### config.mk
export PLATFORM = sky130hd
export DESIGN_NAME = dac_arbiter
export DESIGN_NICKNAME = d
export VERILOG_FILES = /design/src/rtl/dac_arbiter.sv
export SDC_FILE = /design/constraint.sdc
export NUM_CORES = 1
export LEC_CHECK = 0
export CORE_ASPECT_RATIO = 1.2
export CORE_MARGIN = 2
export CORE_UTILIZATION = 36
export DETAILED_ROUTE_END_ITERATION = 16
export PLACE_DENSITY = 0.77
export SYNTH_ARGS = -nofsm -noshare
export SYNTH_HDL_FRONTEND = slang
export SYNTH_SLANG_ARGS = --single-unit
### constraint.sdc
create_clock -name clk -period 2 [get_ports clk]
set_input_delay 0.4 -clock clk [delete_from_list [all_inputs] [get_ports clk]]
set_output_delay 0.4 -clock clk [all_outputs]
set_load 0.01 [all_outputs]
### src/rtl/dac_arbiter.sv
// rtl/dac_arbiter.sv - two-requester (loop/cpu) arbiter in front of one DAC SPI master
`timescale 1ns/1ps
module dac_arbiter #(
  parameter int DAC_WID      = 24,
  parameter int LOCK_TIMEOUT = 1000,
  parameter int TIMER_WID    = 16
) (
  input  logic               clk,
  input  logic               rst_L,
  input  logic               loop_arm,
  input  logic               loop_ss,
  input  logic               loop_lock,
  input  logic [DAC_WID-1:0] loop_to_dac,
  output logic [DAC_WID-1:0] loop_from_dac,
  output logic               loop_finished,
  output logic               loop_granted,
  input  logic               cpu_arm,
  input  logic               cpu_ss,
  input  logic               cpu_lock,
  input  logic [DAC_WID-1:0] cpu_to_dac,
  output logic [DAC_WID-1:0] cpu_from_dac,
  output logic               cpu_finished,
  output logic               cpu_granted,
  output logic               mst_arm,
  output logic               mst_ss,
  output logic [DAC_WID-1:0] mst_to_dac,
  input  logic [DAC_WID-1:0] mst_from_dac,
  input  logic               mst_finished,
  output logic               lock_timeout
);

  typedef enum logic [1:0] {
    S_IDLE       = 2'd0,
    S_GRANT_LOOP = 2'd1,
    S_GRANT_CPU  = 2'd2,
    S_HANDOVER   = 2'd3
  } state_t;

  localparam logic [TIMER_WID-1:0] C_WD_LAST = TIMER_WID'(LOCK_TIMEOUT - 1);

  state_t               r_state;
  logic                 r_last_cpu;
  logic [TIMER_WID-1:0] r_wd;
  logic                 r_lock_timeout;
  logic [DAC_WID-1:0]   r_loop_from_dac;
  logic [DAC_WID-1:0]   r_cpu_from_dac;

  logic w_loop_g;
  logic w_cpu_g;
  logic w_arm;
  logic w_lock;

  // Outputs are decoded from the state register, so the asynchronous reset
  // drops the master interface immediately.
  assign w_loop_g = (r_state == S_GRANT_LOOP);
  assign w_cpu_g  = (r_state == S_GRANT_CPU);
  assign w_arm    = (w_loop_g & loop_arm)  | (w_cpu_g & cpu_arm);
  assign w_lock   = (w_loop_g & loop_lock) | (w_cpu_g & cpu_lock);

  assign mst_arm    = w_arm;
  assign mst_ss     = (w_loop_g & loop_ss) | (w_cpu_g & cpu_ss);
  assign mst_to_dac = w_loop_g ? loop_to_dac : (w_cpu_g ? cpu_to_dac : '0);

  assign loop_granted  = w_loop_g;
  assign cpu_granted   = w_cpu_g;
  assign loop_finished = w_loop_g & mst_finished;
  assign cpu_finished  = w_cpu_g & mst_finished;
  assign loop_from_dac = r_loop_from_dac;
  assign cpu_from_dac  = r_cpu_from_dac;
  assign lock_timeout  = r_lock_timeout;

  always_ff @(posedge clk or negedge rst_L) begin
    if (!rst_L) begin
      r_state         <= S_IDLE;
      r_last_cpu      <= 1'b1;
      r_wd            <= '0;
      r_lock_timeout  <= 1'b0;
      r_loop_from_dac <= '0;
      r_cpu_from_dac  <= '0;
    end else begin
      r_lock_timeout <= 1'b0;
      case (r_state)
        S_IDLE: begin
          // On a tie, the requester that did not hold the DAC last wins.
          if (loop_arm && (!cpu_arm || r_last_cpu)) begin
            r_state    <= S_GRANT_LOOP;
            r_last_cpu <= 1'b0;
          end else if (cpu_arm) begin
            r_state    <= S_GRANT_CPU;
            r_last_cpu <= 1'b1;
          end
        end
        S_GRANT_LOOP, S_GRANT_CPU: begin
          if (w_arm) begin
            r_wd <= '0;
          end else if (w_lock) begin
            // Counter never passes LOCK_TIMEOUT-1: reaching the limit releases.
            if (r_wd >= C_WD_LAST) begin
              r_state        <= S_HANDOVER;
              r_wd           <= '0;
              r_lock_timeout <= 1'b1;
            end else begin
              r_wd <= r_wd + TIMER_WID'(1);
            end
          end else begin
            r_state <= S_HANDOVER;
            r_wd    <= '0;
          end
        end
        S_HANDOVER: r_state <= S_IDLE;
        default:    r_state <= S_IDLE;
      endcase
      if (w_loop_g && mst_finished) r_loop_from_dac <= mst_from_dac;
      if (w_cpu_g && mst_finished)  r_cpu_from_dac  <= mst_from_dac;
    end
  end

endmodule
# Word-level counts from Yosys, hierarchy flattened
# Index checks and enable logic that the tools add are counted.
[classes] bitwise=11 n_eq_ne=6 add_sub_neg=1 muxes=17 n_lt_le_gt_ge=1 n_reduce_logical=10
[ops] cell="16-bit 2-to-1 mux" count=3
[ops] cell="24-bit 2-to-1 mux" count=2
[ops] cell="16-bit by 1-bit adder with 16-bit output, second input constant" count=1
[ops] cell="16-bit by 10-bit >= comparator with 1-bit output, second input constant" count=1
[ops] cell="2-bit 2-to-1 mux" count=5
[ops] cell="1-bit bitwise AND" count=8
[ops] cell="1-bit 2-to-1 mux" count=6
[ops] cell="3-bit inequality test, second input constant" count=2
[ops] cell="2-bit case mux with 3 select lines" count=1
[ops] cell="2-bit equality test, second input constant" count=2
[ops] cell="1-bit logical AND" count=3
[ops] cell="1-bit OR" count=3
[ops] cell="3-bit AND reduction" count=1
[ops] cell="2-bit by 1-bit equality test with 1-bit output, second input constant" count=1
[ops] cell="2-bit logical NOT" count=1
[ops] cell="2-bit inequality test, second input constant" count=1
[ops] cell="2-bit AND reduction" count=1
[ops] cell="2-bit nonzero test" count=1
[ops] cell="2-bit OR reduction" count=1
[ops] cell="1-bit logical NOT" count=1
[ops] cell="1-bit logical OR" count=1
[totals] ff_bits=68 out_inout_bits=79

# Longest topological paths before layout
[depth] ltp_word=6 depth_mapped=8 depth_no_buf=6

# Worst setup path before layout
# OpenSTA, ideal clock, no wires.
[synth_timing] kind="reg2reg" from="register r_state[0]" to="register r_wd[8]" stages_incl_launch_ff=8 setup_time_ns=0.064 t_arrival_ns=1.955 path_buffers=2 path_slack_ns=-0.020 path_cell_list="dfrtp_1 -> ha_1 -> buf_6 -> a22o_1 -> or3b_4 -> buf_6 -> o31ai_1 -> a21o_1"
[synth_between] elab_cells_between_ends=11
[synth_rtl] item="from (decl)" line_no="41" text="state_t r_state;"
[synth_rtl] item="from (signal assigned)" line_no="74" text="r_state <= S_IDLE;"
[synth_rtl] item="from (signal assigned)" line_no="86" text="r_state <= S_GRANT_LOOP;"
[synth_rtl] item="from (signal assigned)" line_no="89" text="r_state <= S_GRANT_CPU;"
[synth_rtl] item="2-bit by 1-bit equality test with 1-bit output" line_no="55" text="assign w_loop_g = (r_state == S_GRANT_LOOP);"
[synth_rtl] item="named net loop_granted" line_no="16" text="output logic loop_granted,"
[synth_rtl] item="1-bit bitwise AND" line_no="57" text="assign w_arm = (w_loop_g & loop_arm) | (w_cpu_g & cpu_arm);"
[synth_rtl] item="1-bit OR" line_no="57"
[synth_rtl] item="named net mst_arm" line_no="24" text="output logic mst_arm,"
[synth_rtl] item="16-bit 2-to-1 mux" line_no="94" text="if (w_arm) begin"
[synth_rtl] item="to (signal assigned)" line_no="103" text="r_wd <= r_wd + TIMER_WID'(1);"
[synth_rtl] item="to (decl)" line_no="43" text="logic [TIMER_WID-1:0] r_wd;"
# The timed path passes the listed nets, and every way through them passes these cells.
# A chain may end at the register's enable or synchronous reset.

# Final worst setup path
[layout_timing] from="register r_state[0]" to="output mst_to_dac[11]"
[layout_between] elab_chain_cells=3 elab_cells_between_ends=4
[layout_lines] item="2-bit equality test" line_no="56" text="assign w_cpu_g = (r_state == S_GRANT_CPU);"
[layout_lines] item="24-bit 2-to-1 mux" line_no="62" text="assign mst_to_dac = w_loop_g ? loop_to_dac : (w_cpu_g ? cpu_to_dac : '0);"
[layout_lines] item="24-bit 2-to-1 mux *" line_no="62"
[layout_lines] item="to (decl)" line_no="26" text="output logic [DAC_WID-1:0] mst_to_dac,"
# Mark *: on every way between the ends. The rest lies on a longest branch, timed or not.

==> out/summary.txt <==
Ys Warns - 0
Worst Path Arrival - 1730 ps
Kind of critical path - reg2out
Post-synth top flop - dfrtp_1
Sequential share of power - 26.3%
Seq cells post-synth - 68
Setup ws final - -133.3 ps
Worst min path class - in2async
Slew margin rel. - 65.76%
Comb pwr share - 57.7%
Clock Power Share - 16.0%
Chip width - 88.58 µm
Post-synth cell types - 30
Internal power - 5663 µW
DP Cell Count - 514
DIE AREA - 9345 µm²
Layout cells sized above 1 - 35.83%
CTS Root Cell - clkbuf_8
Largest net degree at the start of global routing - 25
Flop-to-flop setup slack - -50 ps
Pre-Repair DR Iteration Count - 4
Max clock buf depth - 2
DRT Wirelength - 9.381 mm
Fmax - 468.8 MHz
RSZ-0062 raised after global routing - yes
Post-synth top area share - 54.25%
Initial DRC count - 81
MaxCap Viol Count - 0
Pwr per Cell Area - 1562 nW/µm²
Crit end category - output port
Area after DPL - 4941 µm²
Minimum clock period - 2133 ps
Crit path largest cell delay - 430 ps
Worst-path clk slew - 70 ps
Dominant cell type by area after synthesis - dfrtp_1
Synth area leaders - dfrtp_1 (54%), mux2_2 (19%), a22o_1 (9.6%)
Status - complete, but fails checks
First-pass GRT wire length - 13.79 mm
Placer congestion estimate - 0.7983
Sw Share - 32.94%
Hold Worst Slack - 30.30 ps
CTS sink cnt - 68
Worst path cell trace - inv_2 -> ha_4 -> nor2b_4 -> buf_12 -> buf_16 -> a22o_1 -> buf_2
Number of global-route vias before repair - 2,798
Core ar. - 8472 µm²
Count leader, synth - dfrtp_1
HPWL Detailed - 6.561 mm
Antenna Nets Post-Route - 0
# rows - 37
Starting Density - 36.48%
Worst Setup Start Kind - flop
CTS Hold Bufs - 0
Wire per inst - 17.24 µm
WP data required - 1600 ps
Latest clock arrival within the worst-skew pair - 340 ps
Post-synth EDFFs - 0
Clock skew - 7.749 ps
Post-Place Setup Slack - -177.2 ps
Final hold vios - 0
Worst vdd ir - 0.9419 mV
Num CTS Buffers - 9
Leak Pwr - 0.002380 µW
Global-route congestion overflow total - 0
H-tree Lvls - 3
Layout Nets - 507
CTS tree - built
Syn Nets - 319
GR Util All Layers - 19.26%
Top Ports - 160
Area Overhead vs Synth - 74.94%
Failing checks - negative setup slack
Measured slew at the worst slew-check pin - 513.5 ps
Initial antenna violation count - 0
CP top delay family - buffers and inverters
Sw Pwr - 2781 µW
Via-to-Cell Ratio - 4.961
Avg Inst Size Synth - 13.21 µm²
Commonest cells post-synth - dfrtp_1 (67), mux2_2 (51), a22o_1 (34), nor2b_1 (10), clkbuf_1 (9)
Layout Cells excl Fill - 544
Final Util - 63.82%
Post-synth ARST share - 100.0%
Max Fanout on Critical Path - 6
# DRC - 0
Post-synthesis sequential area ratio - 55.10%
Via Count - 2,699
Slew Viols, Final - 0
Die H - 105.5 µm
CP Buf/Inv Count - 4
Period utilization - 106.7%
Diode count - 0
IO buf count - 159
Slowest cell on crit path - dfrtp_1
Cells after synthesis - 234
Final setup viols - 33
Post-Layout Inst Area - 5406 µm²
Cell area after synthesis - 3090 µm²
-- kinds of logic (layout without fill, tap and decap cells) --
kind of cell / after synthesis / count (layout) / share of synthesized area, %
simple gates: 40 / 41 / 6.923
fa+ha+maj: 4 / 4 / 1.619
buf+inv: 20 / 212 / 2.996
flops: 68 / 68 / 55.10
mux: 52 / 52 / 18.91
compound gates: 50 / 50 / 14.45
-- final cells by class --
cell class / count / area [µm²]
Fill cell: 676 / 3065
Timing Repair Buffer: 190 / 1836
Sequential cell: 68 / 1703
Multi-Input combinational cell: 147 / 1456
Tap cell: 117 / 146.4
Clock buffer: 10 / 127.6
Clock inverter: 6 / 112.6
Inverter: 6 / 25.02
-- registers in the layout (all words and copies together), names as in the netlist --
name	count
r_wd	16
lock_timeout	1
r_state	2
r_last_cpu	1
loop_from_dac	24
cpu_from_dac	24
-- layout by cell type (no fill, tap or decap), types with 2 or more instances in the layout --
| master | n |
|---|---|
| mux2_2 | 50 |
| o31ai_2 | 6 |
| or3b_4 | 2 |
| nor2_1 | 6 |
| buf_12 | 6 |
| dfrtp_1 | 67 |
| o22ai_1 | 2 |
| a22o_1 | 33 |
| clkbuf_8 | 9 |
| o31ai_4 | 2 |
| nor3_1 | 4 |
| a21o_1 | 2 |
| bufinv_16 | 3 |
| clkinv_4 | 2 |
| nand2_1 | 6 |
| nand3_1 | 3 |
| buf_6 | 5 |
| buf_16 | 2 |
| ha_4 | 3 |
| clkdlybuf4s50_1 | 128 |
| buf_2 | 26 |
| buf_4 | 18 |
| nor4_4 | 2 |
| inv_1 | 3 |
| nor2b_1 | 9 |
| and3_1 | 2 |
| inv_2 | 2 |
| dlygate4sd2_1 | 2 |
-- routing by layer --
| metal | routed length [µm] | GRT usage [%] | share of wire (%) | vias to the layer above |
|---|---|---|---|---|
| met5 | 0 | 0 | 0 | - |
| met4 | 134 | 5.736 | 1.4 | 0 |
| met3 | 645 | 5.403 | 6.9 | 11 |
| met2 | 5115 | 35.66 | 55 | 102 |
| met1 | 3486 | 20.71 | 37 | 1333 |
| li1 | - | - | - | 1253 |
-- through the flow --
stage | TNS [ps] | total power [µW]
detailed placement | -3625 | 6538
finish | -2738 | 8444
global route | -4652 | 8913
CTS | -3021 | 8133
floorplan | 0 | 4214
global placement | -2099 | 6423
-- worst paths after layout --
| check | from | to | depth (start not counted) |
|---|---|---|---|
| min reg2reg | loop_from_dac[10] | loop_from_dac[10] | 1 |
| max in group asynchronous | rst_L | cpu_from_dac[15] | 2 |
| max reg2reg | r_state[0] | r_wd[2] | 9 |
| min | rst_L | r_wd[7] | 1 |
| max | r_state[0] | mst_to_dac[11] | 7 |
| min in group clk | loop_from_dac[10] | loop_from_dac[10] | 1 |
-- power by group through the flow --
stage / combinational, µW / clock (µW) / sequential, µW
final: 4870 / 1350 / 2220
after global routing: 5190 / 1450 / 2280
after CTS: 4520 / 1390 / 2220
after detailed placement: 4300 / 0 / 2240
after global placement: 4220 / 0 / 2200
after floorplan: 1770 / 0 / 2440
-- timing repair --
item | in CTS | in global routing
cloned | 4 | 1
setup endpoints to repair | 31 | 38
pin swaps | 10 | 19
gates resized for setup | 126 | 26
buffers inserted | 5 | 6
Note: power is estimated with default switching activity, not from simulation.
